[config.mk]
export PLATFORM = sky130hd
export DESIGN_NAME = branch_update_ctrl
export DESIGN_NICKNAME = d
export VERILOG_FILES = /design/src/rtl/branch_update_ctrl.sv
export SDC_FILE = /design/constraint.sdc
export NUM_CORES = 1
export LEC_CHECK = 0
export ABC_CLOCK_PERIOD_IN_PS = 2100
export BUFFER_PORTS_ARGS = -buffer_cell sky130_fd_sc_hd__buf_2
export CAP_MARGIN = 20
export CORE_MARGIN = 2
export CORE_UTILIZATION = 51
export DETAILED_ROUTE_END_ITERATION = 6
export MAX_ROUTING_LAYER = met4
export PLACE_DENSITY = 0.85
export SETUP_SLACK_MARGIN = 0.05
export SLEW_MARGIN = 20
export SYNTH_ARGS = -nofsm -noshare
export SYNTH_HDL_FRONTEND = slang
export SYNTH_SLANG_ARGS = --single-unit
[constraint.sdc]
create_clock -name clk -period 2.1 [get_ports clk]
set_input_delay 0.105 -clock clk [delete_from_list [all_inputs] [get_ports clk]]
set_output_delay 0.105 -clock clk [all_outputs]
set_load 0.005 [all_outputs]
[src/rtl/branch_update_ctrl.sv]
// Branch predictor update controller: sweeps PHT/BTB to a known state after reset/clear,
// then buffers resolved control-flow updates and issues them through a single table write port.
module branch_update_ctrl #(
    parameter int         FIFO_DEPTH = 4,
    parameter logic [1:0] INIT_PHT   = 2'b01
) (
    input  logic        clk,
    input  logic        reset_n,
    input  logic        clear,
    input  logic        stall,
    input  logic        resolve_valid,
    input  logic        resolve_is_ctrl,
    input  logic [7:0]  resolve_pc,
    input  logic        resolve_taken,
    input  logic [15:0] resolve_target,
    input  logic        tbl_busy,
    output logic        upd_valid,
    output logic [7:0]  upd_pht_idx,
    output logic        upd_pht_inc,
    output logic        upd_pht_init,
    output logic        upd_btb_we,
    output logic [7:0]  upd_btb_idx,
    output logic [15:0] upd_btb_data,
    output logic [7:0]  ghr,
    output logic        init_busy,
    output logic        fifo_full,
    output logic        overflow
);

    localparam int              AW      = (FIFO_DEPTH > 1) ? $clog2(FIFO_DEPTH) : 1;
    localparam logic [AW:0]     DEPTH_C = (AW + 1)'(FIFO_DEPTH);
    localparam logic [AW-1:0]   LAST_C  = AW'(FIFO_DEPTH - 1);

    if (FIFO_DEPTH < 2 || (FIFO_DEPTH & (FIFO_DEPTH - 1)) != 0 || $bits(INIT_PHT) != 2) begin : g_bad_params
        $error("branch_update_ctrl: FIFO_DEPTH must be a power of two >= 2");
    end

    typedef enum logic {
        INIT,
        RUN
    } state_t;

    typedef struct packed {
        logic [7:0]  idx;
        logic [7:0]  pc;
        logic        taken;
        logic [15:0] target;
    } entry_t;

    state_t        state;
    logic [7:0]    sweep_idx;
    logic [AW-1:0] wr_ptr;
    logic [AW-1:0] rd_ptr;
    logic [AW:0]   count;
    entry_t        mem [FIFO_DEPTH];
    entry_t        head;

    logic push_req;
    logic fifo_empty;
    logic do_pop;
    logic do_push;
    logic drop;

    function automatic logic [AW-1:0] next_ptr(input logic [AW-1:0] p);
        return (p == LAST_C) ? '0 : p + 1'b1;
    endfunction

    assign head       = mem[rd_ptr];
    assign fifo_empty = (count == '0);
    assign fifo_full  = (count == DEPTH_C);
    assign init_busy  = (state == INIT);
    assign push_req   = resolve_valid && resolve_is_ctrl && !stall && !clear;
    assign do_pop     = (state == RUN) && !fifo_empty && !tbl_busy;
    // A pop in the same cycle frees the slot, so a full FIFO can still accept.
    assign do_push    = push_req && (!fifo_full || do_pop);
    assign drop       = push_req && fifo_full && !do_pop;

    always_comb begin
        upd_valid    = 1'b0;
        upd_pht_idx  = '0;
        upd_pht_inc  = 1'b0;
        upd_pht_init = 1'b0;
        upd_btb_we   = 1'b0;
        upd_btb_idx  = '0;
        upd_btb_data = '0;
        if (state == INIT && !tbl_busy) begin
            upd_valid    = 1'b1;
            upd_pht_idx  = sweep_idx;
            upd_pht_init = 1'b1;
            upd_btb_we   = 1'b1;
            upd_btb_idx  = sweep_idx;
        end else if (do_pop) begin
            upd_valid    = 1'b1;
            upd_pht_idx  = head.idx;
            upd_pht_inc  = head.taken;
            upd_btb_we   = head.taken;
            upd_btb_idx  = head.pc;
            upd_btb_data = head.target;
        end
    end

    always_ff @(posedge clk) begin
        if (do_push) begin
            mem[wr_ptr] <= '{idx: resolve_pc ^ ghr, pc: resolve_pc,
                             taken: resolve_taken, target: resolve_target};
        end
    end

    always_ff @(posedge clk or negedge reset_n) begin
        if (!reset_n) begin
            state     <= INIT;
            sweep_idx <= '0;
            wr_ptr    <= '0;
            rd_ptr    <= '0;
            count     <= '0;
            ghr       <= '0;
            overflow  <= 1'b0;
        end else if (clear) begin
            state     <= INIT;
            sweep_idx <= '0;
            wr_ptr    <= '0;
            rd_ptr    <= '0;
            count     <= '0;
            ghr       <= '0;
            overflow  <= 1'b0;
        end else begin
            overflow <= drop;
            if (do_push) begin
                wr_ptr <= next_ptr(wr_ptr);
                ghr    <= {ghr[6:0], resolve_taken};
            end
            if (do_pop) begin
                rd_ptr <= next_ptr(rd_ptr);
            end
            if (do_push && !do_pop) begin
                count <= count + 1'b1;
            end else if (!do_push && do_pop) begin
                count <= count - 1'b1;
            end
            case (state)
                INIT: begin
                    if (!tbl_busy) begin
                        sweep_idx <= sweep_idx + 8'd1;
                        if (sweep_idx == 8'hFF) begin
                            state <= RUN;
                        end
                    end
                end
                RUN: begin
                end
                default: state <= INIT;
            endcase
        end
    end

endmodule

==> results.rst <==
.. list-table::
   :header-rows: 1

   * - Metric
     - Value
   * - Via-to-Cell Ratio
     - 5.72
   * - Area grow syn2layout
     - 29.0%
   * - Synth Warn #
     - 0
   * - Mean instance size in the synthesized netlist
     - 17.8 sq um
   * - Most used DFF post-synth
     - edfxtp_1
   * - Mean routed wirelength per cell
     - 21.4 microns
   * - CTS clock-pin slew for the worst setup and hold paths
     - 0.06 ns
   * - Count of different cell masters after synthesis
     - 45
   * - Number of global-route vias before repair
     - 3,975
   * - Post-route minimum period
     - 2.08 ns
   * - Share of the yosys chip area belonging to registers
     - about 70%
   * - Post-synth EDFFs
     - 132
   * - Peak VDD IR
     - approximately 450 uV
   * - Relative max-transition margin
     - 58.6%
   * - Worst skew pair latency
     - 0.42 ns
   * - Reg-to-reg slack, setup
     - 0.10 ns
   * - Required @ worst endpoint
     - roughly 2.0 ns
   * - Setup violators final
     - 0
   * - Antenna violations before repair
     - 0
   * - Antenna Diode Count
     - 0
   * - Standby leakage power
     - 3.14 nW
   * - Critical Path Start Type
     - register
   * - Max Slew Vio Count
     - 0
   * - Number of iterations in the first detailed-routing pass
     - 5
   * - X dimension of the die
     - 117 microns
   * - Core ar.
     - 12,600 sq um
   * - Path depth of the worst reg2reg path
     - 6
   * - Result of the run
     - complete, no violations
   * - Final routed wirelength across all metal layers
     - 14.9 mm
   * - CTS tree
     - done
   * - Overall Power
     - about 6.6 mW
   * - Arrival time worst endpoint
     - 1.98 ns
   * - CTS Root Buffer Type
     - clkbuf_16
   * - Global-route wire length before repair
     - 21.7 mm
   * - Min-Delay Path Class
     - in2reg
   * - Max Cap Viol
     - 0
   * - Achievable Freq
     - just under 500 MHz
   * - TritonCTS Sinks
     - about 160
   * - Number of design-rule violations left by the first detailed-router iteration
     - about 300
   * - RSZ-0062 raised after global routing
     - yes
   * - Die Footprint
     - 13,700 sq um
   * - Part of the cycle the worst path needs
     - 99.1%
   * - Chip Height
     - between 100 and 150 microns
   * - Worst Hold Endpoint
     - sweep_idx[1]
   * - Hold Path Origin
     - tbl_busy
   * - Count of non-filler cells in the finished layout
     - 695
   * - Transition time of the tightest slew-check pin
     - 0.621 ns
   * - Fill cell total of the finished layout
     - 802
   * - Total area of multi-input combinational cells
     - ~1900 sq um
   * - Number of I/O port buffers
     - 78
   * - Number of buffers created by CTS
     - 17
   * - Share of cells above drive strength 1
     - 39.6%
   * - Total global routing overflow
     - 0
   * - # DRC
     - 0
   * - Areal power density over the cells
     - 782 nW/um^2
   * - Number of nets in the layout
     - 549
   * - Starting density of the core
     - 51.9%
   * - Total Routing Usage GR
     - 22.9%
   * - Via count of the routed design
     - 3,973
   * - Buffers from clock root to sink, at most
     - 2
   * - Gate Count Post-Synth
     - 367
   * - # IOs
     - 79
   * - Endpoints failing hold
     - 0
   * - Total instance count after detailed placement
     - 617
   * - Crit Path Max Fanout
     - 8
   * - Number of nets in the synthesized netlist
     - 406
   * - Number of storage elements in the synthesis netlist
     - between 150 and 200
   * - End of the worst register-to-register path
     - mem[3][21]
   * - Number of stages on the worst hold path
     - 3
   * - Largest net degree at the start of global routing
     - 28
   * - Post-detail-place hpwl
     - 8.58 mm
   * - FF/Latch Area
     - 4590 sq um
   * - Number of nets still failing antenna checks after routing
     - 0
   * - Placement row count
     - 41
   * - Routability-driven placement congestion ratio
     - 0.806
   * - Cell Area, Synth
     - 6520 sq um
   * - Type of the worst setup path
     - reg2out
   * - Crit. End Element
     - primary output
   * - Maximum clock skew at final layout
     - around 0.014 ns
   * - Async set or reset register ratio after synthesis
     - between 10% and 20%
   * - Launch point of the worst path
     - rd_ptr[0]
   * - Origin of the critical flop-to-flop path
     - count[2]
   * - H-tree level count
     - 4
[cell type report]
type                            count  area share (%)
Clock buffer                       17            5.06
Clock inverter                     15            1.64
Inverter                            5           0.223
Multi-Input combinational cell    185            22.1
Sequential cell                   157            54.6
Tap cell                          172            2.56
Timing Repair Buffer              144            13.9
[critical path, cell delays in order (launching register included)]
cell and delay [ns]:
dfrtp_2 0.38, buf_6 0.10, buf_12 0.13, mux4_2 0.49, and2_4 0.15, or2_1 0.19, buf_2 0.12
[state kept, by name (all words and copies together) (netlist names)]
name	count
sweep_idx	8
state	1
rd_ptr	2
wr_ptr	2
overflow	1
ghr	8
mem	132
count	3
[where the power goes]
part | internal (mW) | switching [mW] | total [mW] | leakage (nW)
sequential | 3.41 | 0.0148 | 3.42 | 1.53
clock | 1.64 | 1.27 | 2.91 | 0.256
combinational | 0.116 | 0.131 | 0.247 | 1.35
[cell families (layout without fill, tap and decap cells)]
group / after synthesis / after routing / synth area share [%]
AND/OR/NAND/NOR: 82 / 82 / 7.54
buffers and inverters: 26 / 181 / 2.05
flip-flops: 157 / 157 / 70.4
XOR/XNOR: 15 / 15 / 2.02
adder cells (fa/ha/maj): 7 / 7 / 1.46
multiplexers: 34 / 34 / 11.6
AO/OA/AOI/OAI: 46 / 47 / 4.99
[worst max path at each step]
stage	slack, ns	end	depth (start not counted)
after floorplan	0.10	count[2]	6
after global placement	0.17	upd_btb_idx[1]	6
after detailed placement	0.09	count[2]	6
after CTS	0.01	upd_pht_idx[1]	4
after global routing	-0.04	upd_btb_we	6
final	0.02	upd_btb_we	6
[synth_stat cells (8+ instances only)]
library cell	number	area [sq um]
nand2b_1	8	50.1
buf_2	11	55.1
nor2_1	8	30.0
dfrtp_1	25	626
o21ai_1	11	55.1
a22o_1	14	123
nand2_1	17	63.8
and2_1	22	138
mux4_2	33	743
a21oi_1	8	40.0
xor2_1	12	105
edfxtp_1	132	3960
[per-layer routing]
metal | vias up | GRT usage, % | share of wire, %
met5 | - | - | 0
met4 | 0 | 9.65 | 3.1
met3 | 36 | 5.36 | 6.7
met2 | 199 | 37.0 | 52
met1 | 2008 | 28.1 | 38
li1 | 1730 | - | -
[per-stage QoR]
step	TNS, ns	hold slack [ns]	cell area, sq um	setup WS (ns)	utilization [%]
floorplan	0	-0.191	6530	0.104	-
global placement	0	0.135	7250	0.167	57.7
detailed placement	0	0.147	7250	0.0929	57.7
CTS	0	0.0903	8170	0.0114	65.0
global route	-0.0676	0.166	8410	-0.0445	66.9
finish	0	0.142	8410	0.0199	66.9
[layout by cell type (no fill, tap or decap), types with 13 or more instances in the layout]
cell             n
clkbuf_16       20
buf_6           13
buf_4           23
edfxtp_1       132
buf_2           71
a22o_1          13
nand2_1         17
dfrtp_1         24
mux4_2          33
dlygate4sd3_1   26
[timing repair]
| action | in CTS | in global routing |
|---|---|---|
| endpoints found under the hold margin | 126 | 0 |
| resized for setup | 6 | 24 |
| buffers inserted | 8 | 8 |
| cloned | 0 | 4 |
| hold buffers | 26 | 0 |
| pin swaps | 2 | 13 |
| setup endpoints to repair | 34 | 32 |
Note: power is estimated with default switching activity, not from simulation.
